**src/rtl/round_ctrl.sv**
```systemverilog
// Round controller for a pose-matching reaction game: boss pose generation,
// response-window judgement, BCD score keeping and a BCD countdown timer.
module round_ctrl #(
    parameter int         GAME_SECONDS = 60,
    parameter int         WINDOW_MS    = 1000,
    parameter logic [7:0] LFSR_SEED    = 8'hA5
) (
    input  logic       clk,
    input  logic       reset,
    input  logic       tick_ms,
    input  logic       start,
    input  logic       act,
    input  logic [1:0] player_state,
    output logic [1:0] boss_state,
    output logic [3:0] score_ones,
    output logic [3:0] score_tens,
    output logic [3:0] time_ones,
    output logic [3:0] time_tens,
    output logic       hit,
    output logic       miss,
    output logic       game_over,
    output logic [1:0] fsm_state
);

    localparam logic [1:0] ST_IDLE = 2'd0;
    localparam logic [1:0] ST_ARM  = 2'd1;
    localparam logic [1:0] ST_WAIT = 2'd2;
    localparam logic [1:0] ST_OVER = 2'd3;

    localparam logic [3:0] GAME_TENS   = 4'(GAME_SECONDS / 10);
    localparam logic [3:0] GAME_ONES   = 4'(GAME_SECONDS % 10);
    localparam logic [9:0] WINDOW_LOAD = 10'(WINDOW_MS);
    localparam logic [9:0] MS_LAST     = 10'd999;

    logic [1:0] state;
    logic [1:0] state_next;
    logic [7:0] lfsr;
    logic       lfsr_fb;
    logic [9:0] ms_cnt;
    logic [9:0] win_cnt;
    logic [1:0] pose_pick;

    logic running;
    logic begin_round;
    logic judge_act;
    logic act_hit;
    logic act_miss;
    logic win_expire;
    logic sec_tick;
    logic time_last;
    logic round_end;
    logic score_max;

    assign running     = (state == ST_ARM) || (state == ST_WAIT);
    assign begin_round = start && ((state == ST_IDLE) || (state == ST_OVER));

    // An act always takes precedence over a window expiry in the same cycle.
    assign judge_act  = (state == ST_WAIT) && act;
    assign act_hit    = judge_act && (player_state == boss_state);
    assign act_miss   = judge_act && (player_state != boss_state);
    assign win_expire = (state == ST_WAIT) && !act && tick_ms && (win_cnt == 10'd1);

    assign sec_tick  = running && tick_ms && (ms_cnt == MS_LAST);
    assign time_last = (time_tens == 4'd0) && (time_ones == 4'd1);
    assign round_end = sec_tick && time_last;
    assign score_max = (score_tens == 4'd9) && (score_ones == 4'd9);

    // New pose must differ from the current one, so bump by one on a repeat.
    assign pose_pick = (lfsr[1:0] == boss_state) ? (lfsr[1:0] + 2'd1) : lfsr[1:0];

    assign lfsr_fb   = lfsr[7] ^ lfsr[5] ^ lfsr[4] ^ lfsr[3];
    assign game_over = (state == ST_OVER);
    assign fsm_state = state;

    always_comb begin
        state_next = state;
        case (state)
            ST_IDLE, ST_OVER: if (start) state_next = ST_ARM;
            ST_ARM:           state_next = ST_WAIT;
            ST_WAIT:          if (judge_act || win_expire) state_next = ST_ARM;
            default:          state_next = ST_IDLE;
        endcase
        if (round_end) state_next = ST_OVER;
    end

    always_ff @(posedge clk or posedge reset) begin
        if (reset) begin
            state <= ST_IDLE;
            lfsr  <= LFSR_SEED;
        end else begin
            state <= state_next;
            lfsr  <= {lfsr[6:0], lfsr_fb};
        end
    end

    always_ff @(posedge clk or posedge reset) begin
        if (reset) begin
            boss_state <= 2'd0;
        end else if (state == ST_ARM) begin
            boss_state <= pose_pick;
        end
    end

    always_ff @(posedge clk or posedge reset) begin
        if (reset) begin
            win_cnt <= 10'd0;
        end else if (begin_round) begin
            win_cnt <= 10'd0;
        end else if (state == ST_ARM) begin
            win_cnt <= WINDOW_LOAD;
        end else if ((state == ST_WAIT) && !act && tick_ms) begin
            win_cnt <= win_cnt - 10'd1;
        end
    end

    // Millisecond prescaler and the seconds-remaining BCD countdown.
    always_ff @(posedge clk or posedge reset) begin
        if (reset) begin
            ms_cnt    <= 10'd0;
            time_ones <= GAME_ONES;
            time_tens <= GAME_TENS;
        end else if (begin_round) begin
            ms_cnt    <= 10'd0;
            time_ones <= GAME_ONES;
            time_tens <= GAME_TENS;
        end else if (running && tick_ms) begin
            if (ms_cnt == MS_LAST) begin
                ms_cnt <= 10'd0;
                if (time_ones == 4'd0) begin
                    time_ones <= 4'd9;
                    time_tens <= time_tens - 4'd1;
                end else begin
                    time_ones <= time_ones - 4'd1;
                end
            end else begin
                ms_cnt <= ms_cnt + 10'd1;
            end
        end
    end

    always_ff @(posedge clk or posedge reset) begin
        if (reset) begin
            score_ones <= 4'd0;
            score_tens <= 4'd0;
        end else if (begin_round) begin
            score_ones <= 4'd0;
            score_tens <= 4'd0;
        end else if (act_hit && !score_max) begin
            if (score_ones == 4'd9) begin
                score_ones <= 4'd0;
                score_tens <= score_tens + 4'd1;
            end else begin
                score_ones <= score_ones + 4'd1;
            end
        end
    end

    always_ff @(posedge clk or posedge reset) begin
        if (reset) begin
            hit  <= 1'b0;
            miss <= 1'b0;
        end else begin
            hit  <= act_hit;
            miss <= act_miss || win_expire;
        end
    end

endmodule

```
**config.mk**
```make
export PLATFORM = sky130hd
export DESIGN_NAME = round_ctrl
export DESIGN_NICKNAME = d
export VERILOG_FILES = /design/src/rtl/round_ctrl.sv
export SDC_FILE = /design/constraint.sdc
export NUM_CORES = 1
export LEC_CHECK = 0
export CAP_MARGIN = 20
export CORE_MARGIN = 3
export CORE_UTILIZATION = 48
export DETAILED_ROUTE_END_ITERATION = 10
export PLACE_DENSITY = 0.7
export SYNTH_ARGS = -nofsm -noshare
export SYNTH_HDL_FRONTEND = slang
export SYNTH_SLANG_ARGS = --single-unit
```
**constraint.sdc**
```tcl
create_clock -name clk -period 6.2 [get_ports clk]
set_input_delay 0.62 -clock clk [delete_from_list [all_inputs] [get_ports clk]]
set_output_delay 0.62 -clock clk [all_outputs]
set_load 0.03 [all_outputs]
```
==> results.md <==
* Top-count cell post-synth: dfrtp_1
* CTS root buf: clkbuf_8
* Syn Nets at 271
* Worst-path clk slew at 90 ps
* Die width at 78.9 um
* Fin. Hold Viols at 0
* PostCTS Resize Cnt at 0
* Critical Path RT at 6420 ps
* Max-slew violations at 0
* Via Count at 1923
* Core Box Area at 0.00491 mm^2
* Post-route setup TNS at 0 ps
* Largest buffer count on any clock path at 2
* Iteration-0 DRC Markers at 84
* WL final at 4930 um
* Average size of a mapped cell at 10.1 um^2
* I/O Buffers at 29
* Die Area at 0.00622 mm^2
* Launching element type of the critical path: flip-flop
* HP Class: reg2reg
* Vias/cell at 5.46
* GPL Wtd Cong at 0.830
* Synth cell count leaders: dfrtp_1 (44), nor2_1 (20), xnor2_1 (19)
* WL per Instance at 14.0 um
* Initial core utilization at 0.519
* Worst slew pin tran at 712 ps
* Die height at 78.9 um
* Share of cells above drive strength 1 at 0.0737
* Unrepaired setup endpoints after global routing: no
* Dominant cells by area after synthesis: dfrtp_1 (43%), xnor2_1 (6.5%), dfstp_2 (6.2%)
* Status: finished clean
* Util after Layout at 0.618
* Synth Flop Type: dfrtp_1
* Max Fanout on Critical Path at 8
* Multi-input logic area at 0.00121 mm^2
* Most area-hungry cell type in the Yosys netlist: dfrtp_1
* Worst skew pair latency at 300 ps
* Post-Synthesis Cells at 252
* Final setup vio count at 0
* Setup WS post-layout at 3690 ps
* Largest net degree at the start of global routing at 51
* ANT nets after route at 0
* GR Util All Layers at 0.175
* Worst EP arrival at 2730 ps
* Lkg Pwr at 1.30 nW
* Part of the Yosys area used for sequential elements at 0.494
* Worst slew margin at 0.521
* Register Area at 0.00126 mm^2
* Tot Pwr at 1.06 mW
* Vias in the first global route at 1901
* Synth top area share at 0.432
* P&R area growth vs syn at 19.0%
* Async set or reset register ratio after synthesis at 1.00
* CTS hold repair buffers at 0
* Fin crit share at 0.405
* FF+latch count, synth at 50
* Highest clock rate at 0.398 GHz
* Critical path class: reg2reg
* CTS tree: yes
* CP Capture Type: flip-flop
* First-pass GRT wire length at 8630 um
* Max-cap viol count at 0
* Layout Nets at 303
* Postcts setup bufs at 0
* Total CTS buffers at 5
* CTS H-tree lvls at 2
* Clock sink count at 50
* Final Skew at 5.08 ps
* Ports at 30
* Post-Place Setup Slack at 3390 ps
* GRT overflow at 0
* Worst IR Drop VDD at 0.199 mV
* Core Rows at 25
* DRC viols at 0
* Final HPWL DP at 3400 um
* Yosys warns at 0
* Initial antenna violation count at 0
* Number of flops mapped to enable cells by yosys at 0
* Fillers at 452
* Initial DRT Pass Iterations at 4
* Final min period at 2510 ps
* Power Dens Cells at 348 mW/mm^2
* Ant. Diodes at 0
* Mapped cell area at 0.00255 mm^2
* Final hold slack at 359 ps
* Yosys cell types at 43
==> critical path: stages, from the launching register on <==
cell	delay (ps)
dfrtp_1	460
inv_1	70
ha_1	380
nand2b_1	220
or4_1	620
or4_1	540
a21oi_1	150
==> sequential cells by signal (all words and copies together) (netlist names) <==
signal / flops
boss_state: 2
fsm_state: 2
hit: 1
lfsr: 8
miss: 1
ms_cnt: 10
score_ones: 4
score_tens: 4
time_ones: 4
time_tens: 4
win_cnt: 10
==> report_power, final <==
| part | switching (mW) | internal, mW |
|---|---|---|
| logic | 0.227 | 0.163 |
| registers | 0.0610 | 0.381 |
| clock network | 0.105 | 0.119 |
==> layer usage <==
| layer | part of all wire | GRT usage | up-vias |
|---|---|---|---|
| met5 | 0 | 0 | - |
| met4 | 0.011 | 0.0567 | 0 |
| met3 | 0.032 | 0.0397 | 5 |
| met2 | 0.47 | 0.292 | 29 |
| met1 | 0.49 | 0.226 | 935 |
| li1 | - | - | 954 |
==> metrics by stage <==
| step | instance area (um^2) | instances |
|---|---|---|
| 2_1_floorplan | 2550 | 252 |
| 3_3_place_gp | 2900 | 342 |
| 3_5_place_dp | 2900 | 342 |
| 4_1_cts | 3010 | 350 |
| 5_1_grt | 3030 | 352 |
| 6_report | 3030 | 352 |
==> cell usage in the layout, fill, tap and decap left out, types with 3 or more instances in the layout <==
cell type	n
or4_1	5
nor3_1	10
inv_1	13
nand2_1	17
nand3_1	9
clkbuf_8	5
nand4b_1	3
ha_1	12
dfrtp_1	44
o21a_1	7
xor2_1	4
and2_1	3
nor4_1	4
nand2b_1	3
and3b_1	3
o21ai_0	12
dfstp_2	6
a21oi_1	12
or3_1	5
nand4_1	5
nor2_1	20
clkdlybuf4s50_1	29
o31ai_1	4
xnor2_1	19
==> logic make-up after synthesis <==
group           Yosys count  synth area share
buf+inv                  20            0.0299
simple gates             97             0.208
flops                    50             0.494
fa+ha+maj                12            0.0589
compound gates           48             0.123
xor+xnor                 23            0.0790
mux                       2           0.00786
==> path summary, 6_finish.rpt <==
path	start	end	slack [ps]	depth (start not counted)
max	fsm_state[0]$_DFFE_PP0P_	time_tens[3]$_DFFE_PP0P_	3690	6
min	lfsr[6]$_DFF_PP0_	lfsr[7]$_DFF_PP1_	360	0
max reg2reg	fsm_state[0]$_DFFE_PP0P_	time_tens[3]$_DFFE_PP0P_	3690	6
min reg2reg	lfsr[6]$_DFF_PP0_	lfsr[7]$_DFF_PP1_	360	0
max in group asynchronous	reset	time_tens[1]$_DFFE_PP1P_	5030	3
min in group asynchronous	reset	score_ones[3]$_DFFE_PP0P_	600	2
==> final cells by class <==
cell class	instances	share of cell area
clock buffers	5	0.0227
inverters	14	0.0173
flip-flops and latches	50	0.415
repair buffers	31	0.104
clock inverters	3	0.0132
multi-input cells	182	0.400
well taps	67	0.0276
Note: power is estimated with default switching activity, not from simulation.
